==> src/rtl/spi_cfg_arbiter.sv <==
// rtl/spi_cfg_arbiter.sv - round-robin owner arbitration of the shared spi_master among cfg sequencers
module spi_cfg_arbiter #(
  parameter int N_CLI      = 3,
  parameter int MOSI_W     = 24,
  parameter int MISO_W     = 9,
  parameter int GAP_CYCLES = 8
) (
  input  logic                    clk_20m,
  input  logic                    rstn,
  input  logic [N_CLI-1:0]        cli_req,
  output logic [N_CLI-1:0]        cli_gnt,
  input  logic [N_CLI-1:0]        cli_wr_cmd,
  input  logic [N_CLI-1:0]        cli_rd_cmd,
  input  logic [N_CLI*MOSI_W-1:0] cli_wr_data,
  output logic [MISO_W-1:0]       cli_rd_data,
  output logic [N_CLI-1:0]        cli_busy,
  output logic                    spi_wr_cmd,
  output logic                    spi_rd_cmd,
  output logic [MOSI_W-1:0]       spi_wr_data,
  input  logic [MISO_W-1:0]       spi_rd_data,
  input  logic                    spi_busy,
  input  logic                    spi_cs_n,
  output logic [N_CLI-1:0]        dev_cs_n,
  output logic                    err_o
);

  localparam int IW = (N_CLI > 1) ? $clog2(N_CLI) : 1;
  localparam logic [7:0] GAP_LOAD = 8'(GAP_CYCLES - 1);

  typedef enum logic [1:0] {IDLE, OWN, DRAIN, GAP} state_t;

  state_t        state;
  logic [IW-1:0] last_ptr;
  logic [7:0]    gap_cnt;

  // Returns {found, index}; the lowest offset above the last owner wins.
  function automatic logic [IW:0] rr_pick(input logic [N_CLI-1:0] req, input logic [IW-1:0] last);
    logic [IW:0] r;
    int          idx;
    r = '0;
    for (int i = N_CLI; i >= 1; i--) begin
      idx = int'(last) + i;
      if (idx >= N_CLI) idx = idx - N_CLI;
      if (req[idx]) r = {1'b1, idx[IW-1:0]};
    end
    return r;
  endfunction

  logic              own_act;
  logic [N_CLI-1:0]  own_mask;
  logic              cmd_pend;
  logic              busy_own;
  logic              own_wr;
  logic              own_rd;
  logic              stray;
  logic              accept;
  logic              err_set;
  logic              owner_req;
  logic [IW:0]       pick;
  logic [MOSI_W-1:0] own_word;

  assign own_act   = (state == OWN);
  assign own_mask  = own_act ? cli_gnt : '0;
  assign cmd_pend  = spi_wr_cmd | spi_rd_cmd;
  // spi_master raises busy one cycle after the command, so the registered strobe covers that gap.
  assign busy_own  = spi_busy | cmd_pend;
  assign own_wr    = |(cli_wr_cmd & own_mask);
  assign own_rd    = |(cli_rd_cmd & own_mask);
  assign stray     = |((cli_wr_cmd | cli_rd_cmd) & ~own_mask);
  assign accept    = (own_wr | own_rd) & ~busy_own;
  assign err_set   = stray | ((own_wr | own_rd) & busy_own) | (own_wr & own_rd);
  assign owner_req = |(cli_req & cli_gnt);
  assign pick      = rr_pick(cli_req, last_ptr);

  always_comb begin
    own_word = '0;
    for (int k = 0; k < N_CLI; k++) begin
      if (cli_gnt[k]) own_word = cli_wr_data[k*MOSI_W +: MOSI_W];
    end
  end

  assign cli_busy    = own_act ? (~cli_gnt | {N_CLI{busy_own}}) : '1;
  // cli_gnt is non-zero only in OWN and DRAIN, so it doubles as the chip-select route.
  assign dev_cs_n    = ~(cli_gnt & {N_CLI{~spi_cs_n}});
  assign cli_rd_data = spi_rd_data;

  always_ff @(posedge clk_20m) begin
    if (!rstn) begin
      state       <= IDLE;
      last_ptr    <= IW'(N_CLI - 1);
      gap_cnt     <= '0;
      cli_gnt     <= '0;
      spi_wr_cmd  <= 1'b0;
      spi_rd_cmd  <= 1'b0;
      spi_wr_data <= '0;
      err_o       <= 1'b0;
    end else begin
      spi_wr_cmd <= accept & own_wr;
      spi_rd_cmd <= accept & ~own_wr;
      if (accept) spi_wr_data <= own_word;
      if (err_set) err_o <= 1'b1;
      case (state)
        IDLE: begin
          if (pick[IW]) begin
            state    <= OWN;
            last_ptr <= pick[IW-1:0];
            cli_gnt  <= {{(N_CLI-1){1'b0}}, 1'b1} << pick[IW-1:0];
          end
        end
        OWN: begin
          if (!owner_req) begin
            if (busy_own | accept) begin
              state <= DRAIN;
            end else begin
              state   <= GAP;
              cli_gnt <= '0;
              gap_cnt <= GAP_LOAD;
            end
          end
        end
        DRAIN: begin
          if (!busy_own) begin
            state   <= GAP;
            cli_gnt <= '0;
            gap_cnt <= GAP_LOAD;
          end
        end
        GAP: begin
          if (gap_cnt == '0) state <= IDLE;
          else gap_cnt <= gap_cnt - 8'd1;
        end
        default: state <= IDLE;
      endcase
    end
  end

endmodule

==> config.mk <==
export PLATFORM = sky130hd
export DESIGN_NAME = spi_cfg_arbiter
export DESIGN_NICKNAME = d
export VERILOG_FILES = /design/src/rtl/spi_cfg_arbiter.sv
export SDC_FILE = /design/constraint.sdc
export NUM_CORES = 1
export LEC_CHECK = 0
export ABC_AREA = 1
export BUFFER_PORTS_ARGS = -buffer_cell sky130_fd_sc_hd__buf_2
export CAP_MARGIN = 20
export CELL_PAD_IN_SITES_DETAIL_PLACEMENT = 0
export CELL_PAD_IN_SITES_GLOBAL_PLACEMENT = 2
export CORE_UTILIZATION = 25
export DETAILED_ROUTE_END_ITERATION = 8
export PLACE_DENSITY = 0.85
export SYNTH_ARGS = -nofsm -noshare
export SYNTH_HDL_FRONTEND = slang
export SYNTH_SLANG_ARGS = --single-unit
==> constraint.sdc <==
create_clock -name clk_20m -period 4.3 [get_ports clk_20m]
set_clock_uncertainty 0.1 [all_clocks]
set_input_delay 0.86 -clock clk_20m [delete_from_list [all_inputs] [get_ports clk_20m]]
set_output_delay 0.86 -clock clk_20m [all_outputs]
set_load 0.005 [all_outputs]
**Word level (Yosys, flattened, before mapping)**

Cells that the tools add are included.

- Latch bits: 0
- Register bits: 42
- Memories: 0
- Bits in read-only memories: 0
- Output and inout bits: 45
- Logic and storage cells: 103
- Bits of input ports: 94
- Bits in writable memories: 0

- Order comparisons: 6
- Reduce and logical (&&, ||, !) cells: 12
- Divide/modulo/power cells: 0
- Bitwise logic cells: 24
- $add $sub $neg: 7
- Shifts and indexed selects: 1
- Multiplexer cells: 36
- $mul: 0
- Equality and inequality tests: 9

Operator list:

| kind | number |
|---|---|
| 32-bit by 4-bit less-than comparator with 1-bit output (second input constant) | 3 |
| 32-bit two-way mux | 3 |
| 24-bit two-way mux | 3 |
| 8-bit two-way mux | 4 |
| 3-bit two-way mux | 9 |
| 8-bit one-hot mux with 3 select lines | 1 |
| 3-bit bitwise AND | 5 |
| 2-bit inequality test (second input constant) | 6 |
| 3-bit OR reduction | 4 |
| 3-bit by 2-bit subtractor with 4-bit output (second input constant) | 3 |
| 5-bit AND reduction | 2 |
| 3-bit by 2-bit greater-or-equal comparator with 1-bit output (second input constant) | 3 |
| 3-bit inverter | 3 |
| 3-bit one-hot mux with 3 select lines | 1 |
| 8-bit zero test | 1 |
| 2-bit two-way mux | 4 |
| 2-bit one-hot mux with 4 select lines | 1 |
| 8-bit by 1-bit subtractor with 8-bit output (second input constant) | 1 |
| 1-bit two-way mux | 7 |
| 2-bit by 2-bit adder with 3-bit output (second input constant) | 2 |
| 1-bit binary-select mux with 2-bit select | 3 |
| 1-bit bitwise OR | 6 |
| 3-bit bitwise OR | 2 |
| 3-bit nonzero test | 2 |
| other kinds (9) | 16 |

**Depth between registers and ports, before layout**

- Depth after elaboration: 12
- Gate-level depth with buffers: 13
- Mapped depth without buffers: 13

**Worst setup path before layout**

Ideal clock, no wire load.

- Kind: input to output
- Start: input port spi_busy
- End: output port cli_busy[0]
- Buffers on the path: 0
- Cell stages on the path: 4
- Setup slack: 2163 ps
- Data required time: 3340 ps
- Arrival time: 1177 ps
- Cells stage by stage: inv_1 nand2_1 inv_2 nand3_1

- Word-level cells in the longest chain between the ends: 3

RTL lines:

| item | line | RTL |
|---|---|---|
| from (decl) | 21 | `input logic spi_busy,` |
| 1-bit bitwise OR | 66 | `assign busy_own = spi_busy \| cmd_pend;` |
| 3-bit bitwise OR | 82 | `assign cli_busy = own_act ? (~cli_gnt \| {N_CLI{busy_own}}) : '1;` |
| 3-bit two-way mux | 82 |  |
| to (decl) | 16 | `output logic [N_CLI-1:0] cli_busy,` |

No other way between the ends.

**Worst setup path after layout**

- Start: register state[1]
- End: register gap_cnt[7]

- Word-level cells in the longest chain between the ends: 9
- Elaborated cells between the ends (all ways): 18
- Those cells by class: eq/ne (7); mux (2); bitwise (5); reduce/logical (4)

RTL lines:

| item | line | RTL |
|---|---|---|
| from (decl) | 32 | `state_t state;` |
| from (signal assigned) | 89 | `state <= IDLE;` |
| from (signal assigned) | 105 | `state <= OWN;` |
| from (signal assigned) | 113 | `state <= DRAIN;` |
| 2-bit by 1-bit equality test with 1-bit output | 62, 102 |  |
| 3-bit two-way mux | 63 | `assign own_mask = own_act ? cli_gnt : '0;` |
| 3-bit bitwise AND, on equally long branches | 67, 68 |  |
| 3-bit OR reduction, on equally long branches | 67, 68 |  |
| 1-bit bitwise OR | 70 | `assign accept = (own_wr \| own_rd) & ~busy_own;` |
| 1-bit bitwise AND | 70 |  |
| 1-bit bitwise OR | 112 | `if (busy_own \| accept) begin` |
| 2-bit inequality test (no line) | - |  |
| 5-bit AND reduction (no line) | - |  |
| to (signal assigned) | 130 | `else gap_cnt <= gap_cnt - 8'd1;` |
| to (decl) | 34 | `logic [7:0] gap_cnt;` |

Parallel ways exist; a longest one is shown, timed or not.
A chain may end at the register's enable or synchronous reset.

==> qor.yml <==
logic_synthesis:
  syn_area_um2: 2790
  ys_seq_area_frac: 0.301
  synthArstFlopShare: 0
  synth_top_area_share: 0.301
  syn-num-nets: 516
  synthFlopType: "dfxtp_1"
  synth.area.top_cells: "dfxtp_1 30%, nand3_1 14%, nand2_1 11%, a21oi_1 6.8%, o21ai_2 6.3%"
  synth_top_area_cell: "dfxtp_1"
  ys_ff_latch: 42
  synth-edff-count: 0
  synth_cell_types: 32
  ys_warn_count: 0
  synth.avg_cell_area_um2: 6.78
  synth_cells: 412
final_layout:
  final_common_cell: "buf_2"
  area_growth_pct: 24.8
  diodes: 0
  drive_above_1_share: 0.333
  fill_cells: 1235
  stdcell_area_um2: 3480
  layout_common_cells: "120 x buf_2, 79 x nand2_1, 76 x nand3_1"
  nNetsFinal: 614
setup_path:
  startpoint_type: "flop"
  r2r_start: "state[1]$_SDFFE_PN0P_"
  crit_path_max_fanout: 12
  cp_slowest_stage_delay_ns: 0.47
  path_cells: "inv_1, ha_1, nand2_1, nor2_1, nor2_4, nand3_2, nand2_2, nand2_1, clkinv_1, nand3_1, a21oi_1"
  r2r_slack_ns: 1.77
  cpMostUsedCell: "nand2_1"
  crit_slowest_cell: "ha_1"
  cp.required_ns: 4.37
  r2r-end: "gap_cnt[7]$_SDFFE_PN0P_"
  crit_arrival_ns: 2.59
  cp-end-kind: "flop"
  reg2regPathDepth: 11
  crit_type: "reg -> reg"
routing:
  drc: 0
  dr.pass1.iters: 4
  num_vias: 3018
  ant_nets: 0
  drt_iter0_markers: 175
  routed_wl_um: 8860
  wl_per_cell_um: 13.6
  viasPerCell: 4.64
timing:
  fin_tns_setup_ns: 0
  hold_viol: 0
  fmax_mhz: 396
  slew_headroom: 0.538
  rsz0062_at_grt: "no"
  slew_violations: 0
  finalSetupViolations: 0
  layout_setup_ws_ns: 1.77
  tightestPinTransition_ns: 0.692
  period_minus_slack_ns: 2.53
  min_period_over_period: 0.587
place:
  place_area_um2: 3390
  numPortBuffers: 120
  gp_congestion: 0.811
  dp_hpwl_um: 6600
  pre_cts_ws_ns: 1.65
floorplanning:
  die_area_um2: 11600
  rows: 38
  die_x_um: 108
  design.core.area_um2: 10800
  pin_count: 139
  fp.dieH_um: 108
  initial_core_util: 0.258
global_route:
  overflow: 0
  grtUsageTotal: 0.153
  antenna_found_initial: 0
  grt_pass1_wl_um: 13900
  grt_max_degree: 31
  grt_pass1_vias: 2840
clock_network:
  clk_path_buf_depth: 2
  cts_hold_buf: 0
  htree_levels: 2
  clk_pin_slew_ns: 0.08
  cts_root_buf: "clkbuf_8"
  clock_sinks: 42
  postCtsSetupRepairBufs: 0
  clock_latency_ns: 0.29
  ctsResizeCount: 0
  cts_tree: "yes"
  cts_buffers: 5
worst_hold_path:
  hp-class: "reg -> reg"
  holdPathEnd: "err_o$_SDFFE_PN0P_"
  min_from: "err_o$_SDFFE_PN0P_"
  whs_path_depth: 2
power:
  p_leak_nw: 1.73
  powerDensity_nw_per_um2: 480
  ir_worst_vdd_uv: 213
outcome:
  status: "finished, final reports clean"
run:
  drv_cap: 0
report_power, final:
part / internal [mW] / switching (mW) / leakage (nW)
Sequential: 0.438 / 0.0401 / 0.341
Combinational: 0.317 / 0.611 / 1.34
Clock: 0.130 / 0.138 / 0.0482
Total: 0.885 / 0.789 / 1.73
state kept, by name (all words and copies together), names as in the netlist:
name	count
spi_rd_cmd	1
cli_gnt	3
spi_wr_cmd	1
err_o	1
gap_cnt	8
state	2
spi_wr_data	24
last_ptr	2
how the worst max path moves through the flow:
stage / startpoint / to / slack, ns / depth (start not counted)
floorplan: spi_busy / cli_busy[0] / 2.16 / 4
global placement: rstn / spi_wr_data[22]$_SDFFE_PN0P_ / 1.73 / 5
detailed placement: rstn / spi_wr_data[0]$_SDFFE_PN0P_ / 1.65 / 5
CTS: state[1]$_SDFFE_PN0P_ / gap_cnt[7]$_SDFFE_PN0P_ / 1.76 / 11
global route: state[1]$_SDFFE_PN0P_ / gap_cnt[7]$_SDFFE_PN0P_ / 1.51 / 11
finish: state[1]$_SDFFE_PN0P_ / gap_cnt[7]$_SDFFE_PN0P_ / 1.77 / 11
final cells by class:
type,count,area [um2],share of cell area
Multi-Input combinational cell,305,1630,0.468
Sequential cell,42,841,0.241
Clock inverter,1,5.00,0.00144
Clock buffer,7,86.3,0.0248
Tap cell,140,175,0.0503
Timing Repair Buffer,123,623,0.179
Inverter,33,124,0.0356
routing by layer:
layer	share of wire	track usage	vias to the layer above
li1	-	-	1560
met1	0.47	0.197	1371
met2	0.47	0.263	81
met3	0.049	0.0260	6
met4	0.010	0.0391	0
met5	0	0	-
cell families (layout without fill, tap and decap cells):
kind of cell | after synthesis | after routing | synth area share
AND/OR/NAND/NOR | 193 | 193 | 0.320
AO/OA/AOI/OAI | 97 | 97 | 0.204
buffers and inverters | 65 | 164 | 0.115
flip-flops | 42 | 42 | 0.301
adder cells (fa/ha/maj) | 10 | 10 | 0.0448
XOR/XNOR | 5 | 5 | 0.0157
worst max-delay path, delay by kind of cell (launching register included):
family	cells	cell delay [ns]
buffers and inverters	2	0.41
AOI/OAI and AO/OA	1	0.06
adders and majority gates	1	0.47
DFF	1	0.33
and+or+nand+nor	7	1.01
Yosys cell counts (2+ instances only):
cell / count
xor2_1: 3
nand2_2: 4
clkbuf_1: 10
o21ai_1: 8
nor2_4: 3
inv_2: 5
dfxtp_1: 42
ha_1: 10
a21oi_1: 38
buf_6: 5
xnor2_1: 2
o21ai_2: 20
nand3_2: 2
buf_2: 5
o21ai_0: 27
buf_1: 3
buf_4: 9
nand3_1: 76
nor2_2: 3
nand2_1: 79
inv_1: 26
nor2_1: 21
clkinv_1: 2
through the flow:
stage	instances	util	power, mW	hold slack [ns]
after floorplan	412	-	1.21	0.365
after global placement	643	0.313	1.41	0.369
after detailed placement	643	0.313	1.42	0.371
after CTS	651	0.321	1.69	0.383
after global routing	651	0.321	1.83	0.403
final	651	0.321	1.67	0.376
(Power assumes the default switching activity.)
